$ cat config.mk
export PLATFORM = sky130hd
export DESIGN_NAME = seg_scan_driver
export DESIGN_NICKNAME = d
export VERILOG_FILES = /design/src/rtl/seg_scan_driver.sv
export SDC_FILE = /design/constraint.sdc
export NUM_CORES = 1
export LEC_CHECK = 0
export ABC_AREA = 1
export CAP_MARGIN = 10
export CORE_ASPECT_RATIO = 1.75
export CORE_MARGIN = 2
export CORE_UTILIZATION = 57
export CTS_BUF_LIST = sky130_fd_sc_hd__clkbuf_4 sky130_fd_sc_hd__clkbuf_8 sky130_fd_sc_hd__clkbuf_16
export DETAILED_ROUTE_END_ITERATION = 16
export PLACE_DENSITY = 0.8
export RECOVER_POWER = 25
export SLEW_MARGIN = 20
export SYNTH_ARGS = -nofsm -noshare
export SYNTH_HDL_FRONTEND = slang
export SYNTH_SLANG_ARGS = --single-unit
$ cat constraint.sdc
create_clock -name clk -period 2.4 [get_ports clk]
set_input_delay 0.36 -clock clk [delete_from_list [all_inputs] [get_ports clk]]
set_output_delay 0.36 -clock clk [all_outputs]
set_load 0.02 [all_outputs]
$ cat src/rtl/seg_scan_driver.sv
// Multiplexed multi-digit 7-segment driver: one shared hex decoder, a scan counter,
// and a double-buffered display register that only changes at frame boundaries.
module seg_scan_driver #(
  parameter int NDIG           = 4,
  parameter int SCAN_DIV       = 50000,
  parameter int SEG_ACTIVE_LOW = 1,
  parameter int AN_ACTIVE_LOW  = 1
) (
  input  logic              clk,
  input  logic              rst_n,
  input  logic [4*NDIG-1:0] value,
  input  logic [NDIG-1:0]   dp,
  input  logic              load,
  input  logic              lzb_en,
  input  logic              blank,
  output logic [6:0]        seg,
  output logic              dot,
  output logic [NDIG-1:0]   an,
  output logic              pending,
  output logic              frame
);

  localparam int CW = $clog2(SCAN_DIV);
  localparam int IW = $clog2(NDIG);
  localparam logic [CW-1:0]   CNT_MAX = CW'(SCAN_DIV - 1);
  localparam logic [IW-1:0]   IDX_MAX = IW'(NDIG - 1);
  localparam logic            SEG_INV = (SEG_ACTIVE_LOW != 0);
  localparam logic            AN_INV  = (AN_ACTIVE_LOW != 0);
  localparam logic [6:0]      SEG_OFF = SEG_INV ? 7'h7f : 7'h00;
  localparam logic            DOT_OFF = SEG_INV;
  localparam logic [NDIG-1:0] AN_OFF  = AN_INV ? {NDIG{1'b1}} : {NDIG{1'b0}};

  logic [CW-1:0]     cnt_q, cnt_d;
  logic [IW-1:0]     idx_q, idx_d;
  logic [4*NDIG-1:0] disp_val_q, disp_val_d;
  logic [NDIG-1:0]   disp_dp_q, disp_dp_d;
  logic [4*NDIG-1:0] pend_val_q, pend_val_d;
  logic [NDIG-1:0]   pend_dp_q, pend_dp_d;
  logic              pending_q, pending_d;
  logic              frame_q, frame_d;
  logic [6:0]        seg_q, seg_d;
  logic              dot_q, dot_d;
  logic [NDIG-1:0]   an_q, an_d;

  logic tick;
  logic wrap;

  function automatic logic [6:0] hex_to_lit(input logic [3:0] n);
    logic [6:0] r;
    case (n)
      4'h0: r = 7'b0111111;
      4'h1: r = 7'b0000110;
      4'h2: r = 7'b1011011;
      4'h3: r = 7'b1001111;
      4'h4: r = 7'b1100110;
      4'h5: r = 7'b1101101;
      4'h6: r = 7'b1111101;
      4'h7: r = 7'b0000111;
      4'h8: r = 7'b1111111;
      4'h9: r = 7'b1101111;
      4'ha: r = 7'b1110111;
      4'hb: r = 7'b1111100;
      4'hc: r = 7'b0111001;
      4'hd: r = 7'b1011110;
      4'he: r = 7'b1111001;
      default: r = 7'b1110001;
    endcase
    return r;
  endfunction

  // Scan timing: idx advances once every SCAN_DIV cycles, wrap marks the frame boundary.
  always_comb begin
    tick  = (cnt_q == CNT_MAX);
    wrap  = tick && (idx_q == IDX_MAX);
    cnt_d = tick ? '0 : cnt_q + 1'b1;
    idx_d = idx_q;
    if (tick) begin
      idx_d = (idx_q == IDX_MAX) ? '0 : idx_q + 1'b1;
    end
  end

  // Double buffer: a load coinciding with the frame boundary bypasses the pending buffer.
  always_comb begin
    disp_val_d = disp_val_q;
    disp_dp_d  = disp_dp_q;
    pend_val_d = pend_val_q;
    pend_dp_d  = pend_dp_q;
    pending_d  = pending_q;
    frame_d    = 1'b0;
    if (wrap && load) begin
      disp_val_d = value;
      disp_dp_d  = dp;
      pend_val_d = value;
      pend_dp_d  = dp;
      pending_d  = 1'b0;
      frame_d    = 1'b1;
    end else if (wrap && pending_q) begin
      disp_val_d = pend_val_q;
      disp_dp_d  = pend_dp_q;
      pending_d  = 1'b0;
      frame_d    = 1'b1;
    end else if (load) begin
      pend_val_d = value;
      pend_dp_d  = dp;
      pending_d  = 1'b1;
    end
  end

  logic [3:0]      nib_sel;
  logic            dp_sel;
  logic [NDIG-1:0] lead_zero;
  logic            zero_run;
  logic            lz_sel;
  logic [NDIG-1:0] an_onehot;
  logic [6:0]      lit;

  // Digit decode from the current idx and committed buffer; registered one cycle later.
  always_comb begin
    nib_sel   = 4'h0;
    dp_sel    = 1'b0;
    lz_sel    = 1'b0;
    an_onehot = '0;
    lead_zero = '0;
    zero_run  = 1'b1;
    for (int k = NDIG - 1; k >= 1; k--) begin
      zero_run     = zero_run & (disp_val_q[4*k +: 4] == 4'h0);
      lead_zero[k] = zero_run;
    end
    for (int k = 0; k < NDIG; k++) begin
      if (idx_q == IW'(k)) begin
        nib_sel      = disp_val_q[4*k +: 4];
        dp_sel       = disp_dp_q[k];
        lz_sel       = lead_zero[k];
        an_onehot[k] = 1'b1;
      end
    end
    lit   = (lzb_en && lz_sel) ? 7'b0000000 : hex_to_lit(nib_sel);
    seg_d = SEG_INV ? ~lit : lit;
    dot_d = SEG_INV ? ~dp_sel : dp_sel;
    if (blank) begin
      an_d = AN_OFF;
    end else begin
      an_d = AN_INV ? ~an_onehot : an_onehot;
    end
  end

  always_ff @(posedge clk or negedge rst_n) begin
    if (!rst_n) begin
      cnt_q      <= '0;
      idx_q      <= '0;
      disp_val_q <= '0;
      disp_dp_q  <= '0;
      pend_val_q <= '0;
      pend_dp_q  <= '0;
      pending_q  <= 1'b0;
      frame_q    <= 1'b0;
      seg_q      <= SEG_OFF;
      dot_q      <= DOT_OFF;
      an_q       <= AN_OFF;
    end else begin
      cnt_q      <= cnt_d;
      idx_q      <= idx_d;
      disp_val_q <= disp_val_d;
      disp_dp_q  <= disp_dp_d;
      pend_val_q <= pend_val_d;
      pend_dp_q  <= pend_dp_d;
      pending_q  <= pending_d;
      frame_q    <= frame_d;
      seg_q      <= seg_d;
      dot_q      <= dot_d;
      an_q       <= an_d;
    end
  end

  assign seg     = seg_q;
  assign dot     = dot_q;
  assign an      = an_q;
  assign pending = pending_q;
  assign frame   = frame_q;

endmodule

After elaboration in Yosys (flattened, before gate mapping)
Memories as Yosys holds them, arrays and structs flattened.
Cells that the tools add are included.
- add/subtract/negate cells: 2
- equal/unequal tests: 5
- multiplexer cells: 34
- bitwise operators: 5
- reduce and logical (&&, ||, !) cells: 12
- operator list (kind ; number):
    16-bit two-way mux ; 6
    4-bit two-way mux ; 10
    16-bit by 1-bit adder with 16-bit output, second input constant ; 1
    16-bit equality test, second input constant ; 1
    1-bit two-way mux ; 16
    4-bit zero test ; 3
    7-bit two-way mux ; 1
    7-bit NOT ; 1
    2-bit equality test, second input constant ; 2
    1-bit logical AND ; 4
    4-bit NOT ; 1
    2-bit nonzero test ; 2
    3-bit nonzero test ; 1
    2-bit by 1-bit adder with 2-bit output, second input constant ; 1
    1-bit bitwise AND ; 2
    2-bit by 1-bit equality test with 1-bit output, second input constant ; 1
    2-bit zero test ; 1
    2-bit two-way mux ; 1
    2-bit != test, second input constant ; 1
    2-bit AND reduction ; 1
    1-bit NOT ; 1
- flip-flop bits (word level): 72
- memory bits (read-only): 112
- output and inout port bits: 14
- word-level logic and storage cells: 70
- memories: 1
- memory list (memory ; depth ; width ; read ports ; clocked after memory_dff ; wr ports ; RTL line ; RTL):
    (name not given) ; 16 ; 7 ; 1 ; 0 ; 0 ; 50 ; case (n)

Longest topological paths before layout
Gate-level depths: netlist of run 1.
- word-level depth: 9
- depth in mapped cells: 13
- depth with buffers taken out: 13

Worst setup path after synthesis of run 1
OpenSTA, ideal clock, no wires.
- path kind: reg-to-reg
- from: register idx_q[0]
- to: register seg_q[3] (netlist: seg[3])
- arrival: 1905 ps
- data required time: 2317 ps
- setup slack: 412 ps
- cell stages (with the launch flop): 13
- period minus slack after synthesis: 1988 ps
- cell sequence: dfrtp_1 > inv_1 > ha_1 > inv_1 > nor2_1 > nor2_1 > a21oi_1 > inv_1 > ha_1 > inv_1 > nand2_1 > nand3_1 > nand3_1
- word-level cells in the longest chain between the ends: 8
- elaborated cells between the ends (all ways): 15
- those cells by class: eq/ne: 3; mux: 8; bitwise: 1; reduce/logical: 2; memory: 1
- ends and longest elaborated chain (what ; RTL line ; RTL):
    from (decl) ; 34 ; logic [IW-1:0] idx_q, idx_d;
    from (signal assigned) ; 162 ; idx_q <= idx_d;
    2-bit zero test ; 130 ; if (idx_q == IW'(k)) begin
    4-bit two-way mux (4 in a row) ; 130 ;
    memory 16 x 7 bit ; - ;
    7-bit two-way mux * ; 137 ; lit = (lzb_en && lz_sel) ? 7'b0000000 : hex_to_lit(nib_sel);
    7-bit NOT * ; 138 ; seg_d = SEG_INV ? ~lit : lit;
    named net seg_d[3] ; 41 ; logic [6:0] seg_q, seg_d;
    to (signal assigned) ; 169 ; seg_q <= seg_d;
    to (decl) ; 41 ;
Mark *: on every way through the listed nets, which the timed path passes. The rest lies on a longest branch.
A chain may end at the register's enable or synchronous reset.

Worst setup path after layout of run 1
- from: register idx_q[0]
- to: register seg_q[1] (netlist: seg[1])
The elaborated chain is that of the path after synthesis.

==> results of run 1 <==
==> final timing paths <==
check                      cells after the start  slack [ns]    startpoint        endpoint
setup / recovery                              13        0.28      idx_q[0]          seg[1]
hold / removal                                 1        0.29         rst_n         pending
setup reg to reg                              13        0.28      idx_q[0]          seg[1]
hold reg to reg                                1        0.42  disp_dp_q[3]             dot
max in group asynchronous                      2        0.56         rst_n  disp_val_q[12]
min in group clk                               1        0.42  disp_dp_q[3]             dot
==> Yosys cell counts <==
cell        n  area (sq um)
buf_6       5          56.3
buf_4       2          15.0
nand3_1    76           380
nor2_2      1          6.26
dfrtp_1    60          1500
nand2_1   106           398
clkbuf_1    3          11.3
a21oi_1    11          55.1
inv_1      48           180
ha_1       11           138
a21boi_4    1          18.8
nand3b_1    1          7.51
xnor2_1     1          8.76
nor2_1     35           131
dfstp_2    12           315
or2_2       1          6.26
xor2_1      5          43.8
nor2_8      1          20.0
nand2_2     1          6.26
inv_2       1          3.75
o211ai_1    1          7.51
clkinv_2    2          10.0
nand2_4     3          33.8
nor3b_1     1          7.51
o21ai_0    14          70.1
buf_1       2          7.51
o311ai_0    1          8.76
mux2_2     14           158
nand4_1     4          25.0
nor2_4      1          11.3
nor4_1      2          12.5
nor3_1      5          25.0
o22ai_1     1          6.26
a21boi_2    1          11.3
==> worst max-delay path, stage by stage (launching register included) <==
cell and delay (ns):
dfrtp_1 0.40, inv_1 0.13, ha_1 0.30, inv_1 0.14, nor2_1 0.10, nor2_1 0.04
a21oi_1 0.20, inv_1 0.12, ha_1 0.30, inv_1 0.05, nand2_1 0.08, nand2_1 0.06
nand2_1 0.08, nand2_1 0.05
==> flip-flops by register name, summed over array words and instances, names as in the netlist <==
register	flops
disp_dp_q	4
frame	1
dot	1
pend_dp_q	4
disp_val_q	16
pending	1
idx_q	2
seg	7
an	4
pend_val_q	16
cnt_q	16
==> where the power goes <==
part           switching (mW)  leakage, nW  internal, mW
registers              0.0148        0.901          1.25
clock network           0.422        0.116         0.604
logic                  0.0667         1.18        0.0657
==> through the flow <==
stage          power, mW   util
6_report            2.42  0.696
3_5_place_dp        1.42  0.664
4_1_cts             2.45  0.699
5_1_grt             2.52  0.696
3_3_place_gp        1.42  0.664
2_1_floorplan       1.34      -
==> placed cells by master (no fill, tap or decap), types with 2 or more instances in the layout <==
| master | n |
|---|---|
| dfrtp_1 | 60 |
| clkbuf_8 | 13 |
| inv_1 | 48 |
| nor4_1 | 2 |
| mux2_2 | 14 |
| ha_1 | 11 |
| nand2_4 | 3 |
| a21oi_1 | 11 |
| nor3_1 | 5 |
| nand2_1 | 106 |
| clkdlybuf4s50_1 | 37 |
| dfstp_2 | 12 |
| o21ai_0 | 14 |
| clkinv_2 | 3 |
| nand3_1 | 76 |
| xor2_1 | 5 |
| nand4_1 | 4 |
| buf_4 | 4 |
| nor2_1 | 35 |
==> logic make-up after synthesis <==
logic type,count (synthesis)
AND/OR/NAND/NOR,238
multiplexers,14
AO/OA/AOI/OAI,30
buffers and inverters,63
adder cells (fa/ha/maj),11
XOR/XNOR,6
flip-flops,72
==> routing by layer <==
layer / vias to the layer above / global-route usage
li1: 1491 / -
met1: 1371 / 0.250
met2: 68 / 0.401
met3: 14 / 0.0458
met4: 0 / 0.135
met5: - / 0
==> area by class of cell <==
class,count,area (sq um),share of cell area
Clock buffer,14,186,0.0430
Clock inverter,2,35.0,0.00808
Inverter,51,194,0.0447
Multi-Input combinational cell,299,1600,0.368
Sequential cell,72,1820,0.419
Tap cell,80,100,0.0231
Timing Repair Buffer,43,409,0.0943
==> metrics, run 1 <==
status=complete, no violations; CP Launch Type=flop; antenna diode count=0; clock buffer depth=2; synthesis-to-finish area growth=17.3%; Pwr Density=558 nW/um^2; Worst-Skew Late Latency=0.35 ns; post-route cell area=4340 sq um; number of global-route vias before repair=~2.9k; drt drc=0; chip height=approximately 110 um; GRT Total Usage=0.230; clock transition at the registers of the reported paths=0.08 ns; CTS tree=yes; worst slew pin tran=1.34 ns; Synth Area in Adders=0.0372; max_cap viols=0; Inst Count DP=545; post_cts resized=0; Pins Over Slew Limit=0; largest net degree at the start of global routing=47; clock root buffer=clkbuf_8; Cell Area, Placed=around 4100 sq um; post-synthesis mux area share=0.0426; DIE AREA=7170 sq um; Mapped Cells=434; leak pwr=2.19 nW; endpoints failing setup=0; Final WS setup=0.283 ns; GRT overflow=0; fraction of layout cells with a size suffix above 1=0.125; CP max FO=7; largest family of logic cells by synthesized area=simple AND/OR/NAND/NOR gates; GPL Wtd Cong=roughly 0.94; Worst Path Arrival=2.39 ns; DRT iter0 DRCs=176; core area=6230 sq um; Post CTS Setup Buffer Count=0; # rows=38; headroom to the max-slew limit=0.107; I/O pins=39; Crit. End Element=flop; routed vias/inst=5.25; Post-Layout Cell Count=561; CTS Hold Bufs=0; pre-CTS setup slack=0.316 ns; Die Wd=64.9 um; Max Used Layer=met4; drt total wl=~7300 um; TritonCTS Buffers=9; Fillers=495; WL/cell=13.0 um; sequential share of the synthesized area=0.491; Initial DRT Pass Iterations=4; Starting Density=0.594; Worst Skew=0.0116 ns; total length of routed met2 wires=~4000 um; Syn Area/Cell=8.52 sq um; initial antenna violation count=0; kind of critical path=reg -> reg; library cells used by synthesis=34; Syn Nets=470; port bufs=38; XOR/XNOR Fraction of Synth Area=0.0142; hold_ws=just under 0.3 ns; Hold Crit Class=in -> async; clock sink count=72; Max VDD drop=0.447 mV; nets=a little over 500; Tmin final=2.12 ns; RSZ-0062 raised after global routing=no; Final ANT Viol Nets=0; YS warnings=0; Req. time, crit path=2.67 ns; setup TNS=0 ns; Synth Cell Area=3700 sq um; via count=2944; H-tree Lvls=3; Final Hold Violating Endpoints=0; first-pass GRT wire length=12800 um; Detailed Place HPWL=5530 um; Simple-Gate Fraction of Synth Area=0.290; met3 routed WL=214 um; maximum clock frequency=around 470 MHz; Synth Area in Compound Gates=0.0481; fin crit share=0.882; synthesized flop and latch total=72; Routed met1 length=between 2000 and 3000 um
No activity file was read; power rests on OpenSTA's default activity.
==> inputs of run 2 (changes only) <==
Settings changed: PLACE_DENSITY 0.8 to 0.9.
==> metrics, run 2 (synthesized netlist as in run 1, its figures left out) <==
status=finished, violations left; failing checks=capacitance limit, slew limit; Pwr Density=541 nW/um^2; CP Cell Sequence=inv_1, ha_1, inv_1, nor2_1, nor2_1, a21oi_1, inv_1, ha_1, inv_1, nand2_1, nand2_1, nand2_1, nand2_1; maximum clock frequency=approximately 480 MHz; endpoints failing setup=0; clock transition at the registers of the reported paths=0.07 ns; Tmin final=2.09 ns; H-tree Lvls=3; Req. time, crit path=2.68 ns; worst slew pin tran=~1.7 ns; Die Wd=64.9 um; GRT overflow=0; CTS Hold Bufs=0; Crit-path slowest cell=dfrtp_1; fin crit share=0.870; Starting Density=0.594; max_cap viols=1; clock root buffer=clkbuf_8; Crit. End Element=flop; largest net degree at the start of global routing=73; post_cts resized=0; Final Hold Violating Endpoints=0; DRT iter0 DRCs=~120; I/O pins=39; GPL Wtd Cong=0.886; Routed met1 length=2810 um; CTS tree=yes; Worst Skew=0.00827 ns; port bufs=38; Hold Crit Class=reg -> reg; Max VDD drop=0.474 mV; Max Used Layer=met4; Post-Layout Cell Count=560; setup TNS=0 ns; leak pwr=2.18 nW; TritonCTS Buffers=9; Inst Count DP=545; sum of buffers and inverters on the critical path=4; Largest regs=cnt_q: 16 flops, disp_val_q: 16 flops, pend_val_q: 16 flops; headroom to the max-slew limit=-0.130; crit-path max cell delay=~0.4 ns; routed vias/inst=5.34; chip height=111 um; first-pass GRT wire length=13200 um; total length of routed met2 wires=4010 um; met3 routed WL=266 um; # rows=38; synthesis-to-finish area growth=16.5%; drt drc=0; Post CTS Setup Buffer Count=0; via count=2988; DIE AREA=7170 sq um; antenna diode count=0; Worst-Skew Late Latency=around 0.35 ns; core area=6230 sq um; Detailed Place HPWL=5550 um; initial antenna violation count=0; fraction of layout cells with a size suffix above 1=0.125; RSZ-0062 raised after global routing=no; commonest non-fill, non-tap cell in the layout=nand2_1; CP max FO=7; GRT Total Usage=0.237; clock buffer depth=2; most frequent cells in the layout=nand2_1 (106), nand3_1 (76), dfrtp_1 (60); kind of critical path=reg -> reg; CP Launch Type=flop; Pins Over Slew Limit=73; Initial DRT Pass Iterations=4; WL/cell=between 10 and 15 um; crit-path leading delay family=adder cells; nets=512; clock sink count=72; Worst Path Arrival=2.37 ns; drt total wl=7360 um; number of global-route vias before repair=~3.0k; Final ANT Viol Nets=0
==> run 2: changes by cell type in the layout (fill, tap and decap cells not counted) <==
cell      delta
buf_2        +1
clkinv_2     +2
clkbuf_1     -1
clkbuf_8     -3
==> run 2: worst register-to-register path, cell delays in order (launching register included) <==
cell and delay [ns]:
dfrtp_1 0.41, inv_1 0.13, ha_1 0.30, inv_1 0.14, nor2_1 0.11, nor2_1 0.05, a21oi_1 0.20, inv_1 0.11
ha_1 0.29, inv_1 0.03, nand2_1 0.07, nand2_1 0.05, nand2_1 0.07, nand2_1 0.06
==> run 2: per-stage QoR <==
step	power, mW	hold slack (ns)	setup WS, ns	instance area, sq um	utilization
after global routing	2.41	0.462	0.00962	4310	0.692
after CTS	2.35	0.0246	0.315	4320	0.694
after floorplan	1.34	0.0644	0.412	3700	-
after global placement	1.41	0.403	0.434	4130	0.664
after detailed placement	1.42	0.412	0.339	4130	0.664
final	2.33	0.425	0.311	4310	0.692
==> run 2: worst paths after layout <==
kind	from	endpoint	slack, ns	cells after the start
min in group asynchronous	rst_n	pend_val_q[3]	0.53	2
worst max register to register	idx_q[0]	seg[1]	0.31	13
worst max-delay path	idx_q[0]	seg[1]	0.31	13
worst min register to register	disp_dp_q[3]	dot	0.42	1
worst min-delay path	disp_dp_q[3]	dot	0.42	1
max in group asynchronous	rst_n	cnt_q[2]	0.86	2
==> run 2: where the power goes <==
part | internal (mW) | total, mW | switching, mW
Sequential | 1.25 | 1.26 | 0.0155
Clock | 0.508 | 0.934 | 0.426
Combinational | 0.0659 | 0.132 | 0.0659
Total | 1.82 | 2.33 | 0.507
==> run 2: metal layers <==
metal | global-route usage | up-vias
li1 | - | 1492
met1 | 0.280 | 1403
met2 | 0.395 | 69
met3 | 0.0489 | 24
met4 | 0.129 | 0
met5 | 0 | -
==> run 2: cell type report <==
type,instances,area (sq um)
flip-flops and latches,72,1820
multi-input cells,299,1600
clock buffers,11,145
clock inverters,4,45.0
repair buffers,43,410
inverters,51,194
well taps,80,100
fillers,517,1920
==> inputs of run 3 (changes only) <==
Settings changed: GPL_TIMING_DRIVEN set to 0.
==> metrics, run 3 (synthesized netlist as in run 1, its figures left out) <==
antenna diode count=0; Crit. End Element=flop; GRT Total Usage=0.245; clock buffer depth=2; RSZ-0062 raised after global routing=no; Max VDD drop=0.449 mV; Pins Over Slew Limit=0; fraction of layout cells with a size suffix above 1=0.133; worst slew pin tran=0.898 ns; GPL Wtd Cong=roughly 0.90; hold path cells=1; Worst Skew=0.0138 ns; H-tree Lvls=3; TritonCTS Buffers=9; drt drc=0; Hold Crit Class=reg -> reg; combinational power share=0.059; Req. time, crit path=2.67 ns; r2r setup slk=0.24 ns; Int Power=1.87 mW; # rows=38; Final ANT Viol Nets=0; headroom to the max-slew limit=0.402; CP max FO=7; Fillers=513; first-pass GRT wire length=13500 um; Pwr Density=541 nW/um^2; GRT overflow=0; leak pwr=2.22 nW; Worst Path Arrival=2.44 ns; Final Hold Violating Endpoints=0; post-route cell area=4410 sq um; Worst-Skew Late Latency=0.35 ns; R2R depth=12; Starting Density=0.594; routed vias/inst=between 5 and 6; synthesis-to-finish area growth=19.4%; core area=6230 sq um; drt total wl=around 8000 um; clock network fraction of design power=0.411; kind of critical path=reg -> reg; Tmin final=roughly 2.2 ns; I/O pins=39; Largest regs=cnt_q: 16 flops, disp_val_q: 16 flops, pend_val_q: 16 flops; pre-CTS setup slack=0.0511 ns; max_cap viols=0; CTS tree=yes; DIE AREA=just over 7000 sq um; Cell Area, Placed=4200 sq um; port bufs=38; FF-to-FF End=seg[6]; min-delay src=disp_dp_q[3]; sw frac=0.215; R2R Path Start=idx_q[0]; clock root buffer=clkbuf_8; commonest non-fill, non-tap cell in the layout=nand2_1; clock sink count=approximately 70; initial antenna violation count=0; final core occ=0.709; maximum clock frequency=463 MHz; Initial DRT Pass Iterations=5; sequential fraction of design power=0.529; number of global-route vias before repair=2987; Detailed Place HPWL=6070 um; nets=521; chip height=111 um; fin crit share=0.901; endpoints failing setup=0; CP Launch Type=flop; status=complete, no violations; largest net degree at the start of global routing=38; Min-Delay Endpoint=dot; Post CTS Setup Buffer Count=0; via count=a little over 3k; Final WS setup=0.238 ns; DRT iter0 DRCs=179; clock transition at the registers of the reported paths=0.07 ns; WL/cell=14.0 um; Die Wd=64.9 um; switching pwr=0.512 mW; most frequent cells in the layout=nand2_1 (106), nand3_1 (76), dfrtp_1 (60)
[run 3: worst max-delay path, stage by stage, from the launching register on]
cell	delay (ns)
dfrtp_1	0.40
inv_1	0.13
ha_2	0.27
inv_1	0.12
nor2_1	0.11
nor2_1	0.06
a21oi_2	0.26
inv_1	0.14
ha_1	0.22
nand2_1	0.11
o21ai_0	0.12
nand2_1	0.10
nand2_1	0.05
[run 3: layer usage]
layer | part of all wire | track usage
met1 | 0.38 | 0.270
met2 | 0.56 | 0.427
met3 | 0.029 | 0.0438
met4 | 0.029 | 0.139
met5 | 0 | 0
[run 3: final cells by class]
class | count | area, sq um | share of cell area
Buffer | 12 | 86.3 | 0.0196
Inverter | 51 | 194 | 0.0439
Clock buffer | 12 | 165 | 0.0374
Timing Repair Buffer | 40 | 405 | 0.0919
Multi-Input combinational cell | 299 | 1610 | 0.364
Tap cell | 80 | 100 | 0.0227
Clock inverter | 3 | 40.0 | 0.00907
Sequential cell | 72 | 1820 | 0.412
[run 3: power groups by stage]
stage	Combinational (mW)	Sequential, mW	Clock, mW
after floorplan	0.0555	1.28	0
after global placement	0.133	1.28	0
after detailed placement	0.142	1.28	0
after CTS	0.144	1.26	0.996
after global routing	0.159	1.27	1.05
final	0.142	1.26	0.982
[run 3: how the worst max path moves through the flow]
stage,from,to,cells after the start
global placement,rst_n,disp_val_q[14],1
detailed placement,idx_q[0],seg[1],13
CTS,idx_q[0],seg[6],12
global route,idx_q[0],seg[1],13
finish,idx_q[0],seg[6],12
floorplan,idx_q[0],seg[3],12
[run 3: timing repair]
| item | 4_1_cts | 5_1_grt |
|---|---|---|
| hold buffers | 1 | 0 |
| endpoints found under the setup margin | 0 | 6 |
| resized for setup | 0 | 3 |
| hold endpoints to repair | 27 | 0 |
[run 3: stage by stage]
stage | TNS, ns | std cells | power, mW | hold slack, ns
after CTS | 0 | 569 | 2.40 | 0.432
after detailed placement | 0 | 553 | 1.43 | 0.344
after global routing | 0 | 569 | 2.47 | 0.434
after floorplan | 0 | 434 | 1.34 | 0.0644
final | 0 | 569 | 2.39 | 0.439
after global placement | -81.66 | 552 | 1.42 | 0.406
